### src/rtl/jtag_axi_tap_driver.sv
// Host-side JTAG initiator: turns DR/IR scan, TLR and idle commands into TMS/TDI
// sequences for a 1149.1 TAP and returns the TDO bits captured during shifts.
module jtag_axi_tap_driver #(
   parameter int DATA_W = 32,
   parameter int LEN_W  = $clog2(DATA_W+1)
) (
   input  logic              tck,
   input  logic              trstn,
   input  logic              cmd_valid,
   output logic              cmd_ready,
   input  logic [1:0]        cmd_type,
   input  logic [LEN_W-1:0]  cmd_len,
   input  logic [DATA_W-1:0] cmd_data,
   output logic              resp_valid,
   input  logic              resp_ready,
   output logic [DATA_W-1:0] resp_data,
   output logic              busy,
   output logic              tms,
   output logic              tdi,
   input  logic              tdo
);

   typedef enum logic [3:0] {
      RST_SEQ, IDLE, SEL_DR, SEL_IR, CAPTURE, SHIFT, EXIT1, UPDATE, RTI_WAIT, RESP
   } state_t;

   localparam logic [1:0]       LP_DR   = 2'd0;
   localparam logic [1:0]       LP_IR   = 2'd1;
   localparam logic [1:0]       LP_TLR  = 2'd2;
   localparam logic [LEN_W-1:0] LP_DW   = LEN_W'(DATA_W);
   localparam logic [LEN_W-1:0] LP_ONE  = LEN_W'(1);
   localparam logic [LEN_W-1:0] LP_RSTN = LEN_W'(5);

   state_t              r_state;
   logic [LEN_W-1:0]    r_cnt;
   logic [1:0]          r_type;
   logic [LEN_W-1:0]    r_len;
   logic [DATA_W-1:0]   r_data;
   logic [DATA_W-1:0]   r_resp_data;
   logic                r_cmd_ready;
   logic                r_resp_valid;
   logic                r_busy;
   logic                r_tms;
   logic                r_tdi;
   logic                w_tms;
   logic                w_tdi;
   logic [LEN_W-1:0]    w_len_sat;

   function automatic logic [LEN_W-1:0] f_sat_len(input logic [LEN_W-1:0] i_len);
      return (i_len > LP_DW) ? LP_DW : i_len;
   endfunction

   assign w_len_sat  = f_sat_len(cmd_len);
   assign cmd_ready  = r_cmd_ready;
   assign resp_valid = r_resp_valid;
   assign resp_data  = r_resp_data;
   assign busy       = r_busy;
   assign tms        = r_tms;
   assign tdi        = r_tdi;

   // TMS/TDI for the step the FSM is currently in; SHIFT count 0 is the Capture->Shift step
   always_comb begin
      w_tms = 1'b0;
      w_tdi = 1'b0;
      case (r_state)
         RST_SEQ:               w_tms = (r_cnt < LP_RSTN);
         SEL_DR, SEL_IR, EXIT1: w_tms = 1'b1;
         SHIFT: begin
            if (r_cnt != '0) begin
               w_tdi = r_data[0];
               w_tms = (r_cnt == r_len);
            end
         end
         default: ;
      endcase
   end

   always_ff @(posedge tck or negedge trstn) begin
      if (!trstn) begin
         r_state      <= RST_SEQ;
         r_cnt        <= '0;
         r_type       <= LP_DR;
         r_len        <= '0;
         r_data       <= '0;
         r_resp_data  <= '0;
         r_cmd_ready  <= 1'b0;
         r_resp_valid <= 1'b0;
         r_busy       <= 1'b1;
      end else begin
         case (r_state)
            RST_SEQ: begin
               if (r_cnt == LP_RSTN) begin
                  r_cnt <= '0;
                  if (r_type == LP_TLR) begin
                     r_state      <= RESP;
                     r_resp_valid <= 1'b1;
                  end else begin
                     r_state     <= IDLE;
                     r_cmd_ready <= 1'b1;
                     r_busy      <= 1'b0;
                  end
               end else begin
                  r_cnt <= r_cnt + LP_ONE;
               end
            end
            IDLE: begin
               if (cmd_valid && r_cmd_ready) begin
                  r_cmd_ready <= 1'b0;
                  r_busy      <= 1'b1;
                  r_type      <= cmd_type;
                  r_len       <= w_len_sat;
                  r_data      <= cmd_data;
                  r_resp_data <= '0;
                  r_cnt       <= '0;
                  if (cmd_type == LP_TLR) begin
                     r_state <= RST_SEQ;
                  end else if (w_len_sat == '0) begin
                     r_state      <= RESP;
                     r_resp_valid <= 1'b1;
                  end else if (cmd_type[1]) begin
                     r_state <= RTI_WAIT;
                  end else begin
                     r_state <= SEL_DR;
                  end
               end
            end
            SEL_DR:  r_state <= (r_type == LP_IR) ? SEL_IR : CAPTURE;
            SEL_IR:  r_state <= CAPTURE;
            CAPTURE: begin
               r_state <= SHIFT;
               r_cnt   <= '0;
            end
            SHIFT: begin
               // captured bits enter at the top and are right-aligned on the way out
               if (r_cnt != '0) begin
                  r_data      <= r_data >> 1;
                  r_resp_data <= {tdo, r_resp_data[DATA_W-1:1]};
               end
               if (r_cnt == r_len) begin
                  r_state <= EXIT1;
                  r_cnt   <= '0;
               end else begin
                  r_cnt <= r_cnt + LP_ONE;
               end
            end
            EXIT1:   r_state <= UPDATE;
            UPDATE: begin
               r_state      <= RESP;
               r_resp_valid <= 1'b1;
               r_resp_data  <= r_resp_data >> (LP_DW - r_len);
            end
            RTI_WAIT: begin
               if (r_cnt == r_len - LP_ONE) begin
                  r_state      <= RESP;
                  r_resp_valid <= 1'b1;
                  r_cnt        <= '0;
               end else begin
                  r_cnt <= r_cnt + LP_ONE;
               end
            end
            RESP: begin
               if (resp_ready) begin
                  r_state      <= IDLE;
                  r_resp_valid <= 1'b0;
                  r_cmd_ready  <= 1'b1;
                  r_busy       <= 1'b0;
               end
            end
            default: r_state <= RST_SEQ;
         endcase
      end
   end

   // TAP pins move only on falling edges so they are settled at every rising edge
   always_ff @(negedge tck or negedge trstn) begin
      if (!trstn) begin
         r_tms <= 1'b1;
         r_tdi <= 1'b0;
      end else begin
         r_tms <= w_tms;
         r_tdi <= w_tdi;
      end
   end

endmodule

### config.mk
export PLATFORM = sky130hd
export DESIGN_NAME = jtag_axi_tap_driver
export DESIGN_NICKNAME = d
export VERILOG_FILES = /design/src/rtl/jtag_axi_tap_driver.sv
export SDC_FILE = /design/constraint.sdc
export NUM_CORES = 1
export LEC_CHECK = 0
export CAP_MARGIN = 20
export CORE_MARGIN = 2
export CORE_UTILIZATION = 42
export CTS_BUF_LIST = sky130_fd_sc_hd__clkbuf_16
export DETAILED_ROUTE_END_ITERATION = 16
export PLACE_DENSITY = 0.62
export SLEW_MARGIN = 20
export SYNTH_ARGS = -nofsm -noshare
export SYNTH_HDL_FRONTEND = slang
export SYNTH_SLANG_ARGS = --single-unit
### constraint.sdc
create_clock -name tck -period 3.55 [get_ports tck]
set_input_delay 0.8875 -clock tck [delete_from_list [all_inputs] [get_ports tck]]
set_output_delay 0.8875 -clock tck [all_outputs]
set_load 0.02 [all_outputs]
==> summary.txt <==
Finish
  – Area Overhead vs Synth: 22.3%
  – Fin util: 52.0%
  – Number of diodes: 0
  – Non-Filler Instances: 937
  – Post-route cell area: 7470 sq um
  – Fill cell count: 1350
  – Share of cells above drive strength 1: 13.4%
  – Final layout net count: 798

Place
  – Setup WS pre-CTS: -0.194 ns
  – GPL Wtd Cong: 0.931
  – I/O Buffers: 81
  – Post-Place Cells: 921
  – Cell Area, Placed: 7160 sq um
  – Post-DP HPWL: 12.2 mm

Timing
  – Worst slew pin tran: 0.923 ns
  – Hold WS: 0.378 ns
  – Setup_tns: -0.137 ns
  – Slew Limit Headroom: 38.4%
  – Post-route worst setup slack: -0.137 ns
  – Worst setup skew after layout: 0.0589 ns
  – Max-slew violations: 0
  – RSZ-0062 raised after global routing: true
  – Hold Vio Cnt, Final: 0
  – Final setup fails: 1

Power
  – VDD IR max: 0.392 mV
  – Leak Pwr: 2.94 nW
  – Overall power: 7.37 mW
  – Pwr per Cell Area: 987 nW/um^2

Worst setup path
  – CP Capture Type: output port
  – Crit Path Max Fanout: 1
  – Critical path's slowest cell: dfstp_2
  – Setup crit start kind: flop
  – Worst setup path class: flop to output port
  – CP top delay family: flip-flops
  – Slowest cell delay on critical path: 0.51 ns
  – Worst path arrival time: 2.80 ns
  – Buf/Inv on CP: 1
  – Worst path cell trace: buf_6
  – WP data required: 2.66 ns

Yosys
  – Seq/Total Area, Yosys: 35.7%
  – Synth warn: 0
  – Post-Syn Instances: 683
  – Most used DFF post-synth: dfrtp_1
  – Seq cells post-synth: 87
  – Post-synth EDFFs: 0
  – Asr flop ratio synth: 100%
  – Syn_area_per_cell: 8.94 sq um
  – Synthesized Nets: 733
  – Cell variety after synth: 66
  – Mapped cell area: 6100 sq um

Clock tree
  – Post-cts hold buffer count: 0
  – CTS tree: built
  – Worst-Skew Late Latency: 0.40 ns
  – Num CTS Buffers: 9
  – CTS Sinks: 87
  – CTS clk-pin slew, worst paths: 0.07 ns
  – Clock Tree Root: clkbuf_16
  – Maximum clock path buffer count: 2
  – Htree depth: 3

Job
  – Maxcap violations: 0

Floorplan
  – Die Wd: 125 um
  – Starting Density: 42.5%
  – Top Ports: 82
  – Die Area: 15500 sq um
  – Chip height: 125 um
  – Core area: 14400 sq um
  – Rows: 44

Outcome
  – Status: complete, but fails checks
  – Failing checks: negative setup slack

Global route
  – Total grt overflow: 0
  – Initial antenna violation count: 0
  – Vias in the first global route: 5393
  – First-pass GRT wire length: 27.8 mm
  – GRT Total Usage: 22.0%
  – Largest net degree at the start of global routing: 77

Routing
  – Routed Antenna Nets: 0
  – Drt pass-1 iters: 5
  – Via/cell ratio: 5.84
  – # DRC: 0
  – Initial drt markers: 424
  – Post-Route WL: 16.9 mm
  – Wirelength per Cell: 18.0 um
  – Via Count: 5471

Min path
  – HP Class: primary input to asynchronous set/reset pin
## cell families after synthesis
| kind of cell | count (synthesis) | synth area share [%] |
|---|---|---|
| simple gates | 223 | 17.0 |
| compound gates | 189 | 20.0 |
| mux | 99 | 19.6 |
| flops | 87 | 35.7 |
| buf+inv | 66 | 4.47 |
| xor+xnor | 14 | 2.13 |
| fa+ha+maj | 5 | 1.02 |
## cell usage in the layout (no fill, tap or decap), types with 5 or more instances in the layout
| master | n |
|---|---|
| o21ai_0 | 65 |
| mux2_2 | 15 |
| nand3_1 | 20 |
| a31oi_1 | 12 |
| dfrtp_1 | 83 |
| xnor2_1 | 5 |
| o21a_1 | 5 |
| mux4_2 | 15 |
| nor2_1 | 39 |
| xor2_1 | 6 |
| o211ai_1 | 19 |
| clkdlybuf4s50_1 | 78 |
| clkbuf_16 | 9 |
| mux2i_1 | 69 |
| a221oi_1 | 9 |
| inv_1 | 11 |
| a21oi_1 | 31 |
| nand2_1 | 110 |
| nand2b_1 | 16 |
| ha_1 | 5 |
| buf_4 | 27 |
## timing repair
action                                  in CTS  in global routing
endpoints found under the hold margin        0                  0
setup buffers                                0                  0
endpoints found under the setup margin       2                  2
gates resized for setup                     12                  0
cloned                                       0                  0
## Yosys cell counts (9+ instances only)
cell      number  share of area (%)
inv_1         11               0.68
dfrtp_1       84                 34
mux4_2        15                5.5
mux2i_1       69                 11
a31oi_1       12                1.2
buf_2         11               0.90
nand2b_1      16                1.6
o21ai_0       65                5.3
nand2_1      110                6.8
mux2_2        15                2.8
o211ai_1      19                2.3
a221oi_1       9                1.3
nor2_1        39                2.4
nand3_1       20                1.6
clkbuf_1      39                2.4
a21oi_1       31                2.5
## registers in the layout, indices dropped and copies added (netlist names)
| signal | cells |
|---|---|
| busy | 1 |
| cmd_ready | 1 |
| r_cnt | 6 |
| r_data | 32 |
| r_len | 6 |
| r_state | 4 |
| r_type | 2 |
| resp_data | 32 |
| resp_valid | 1 |
| tdi | 1 |
| tms | 1 |
## where the power goes
part / switching (mW) / internal [mW]
sequential: 0.454 / 1.42
clock: 0.466 / 0.499
combinational: 2.60 / 1.94
## path summary, 6_finish.rpt
check	depth (start not counted)	to	slack (ns)	start
max	1	tms	-0.14	tms
min	1	r_state[2]	0.38	trstn
max reg2reg	7	tms	0.31	r_cnt[1]
min reg2reg	2	busy	0.46	busy
max in group asynchronous	1	tms	1.20	trstn
min in group tck	2	busy	0.46	busy
## layer usage
metal | track usage (%) | part of all wire (%) | up-vias
met1 | 28.9 | 45 | 2628
met4 | 9.19 | 2.8 | 0
li1 | - | - | 2630
met3 | 4.17 | 5.6 | 36
met5 | 0 | 0 | -
met2 | 35.8 | 47 | 177
## cell type report
type	instances	area [sq um]	share of cell area [%]
inverter	10	37.5	0.503
multi-input combinational	530	3680	49.3
clock inverter	8	76.3	1.02
clock buffer	9	225	3.02
tap	184	230	3.08
sequential	87	2180	29.2
timing repair buffer	109	1040	13.9
(Power assumes the default switching activity.)
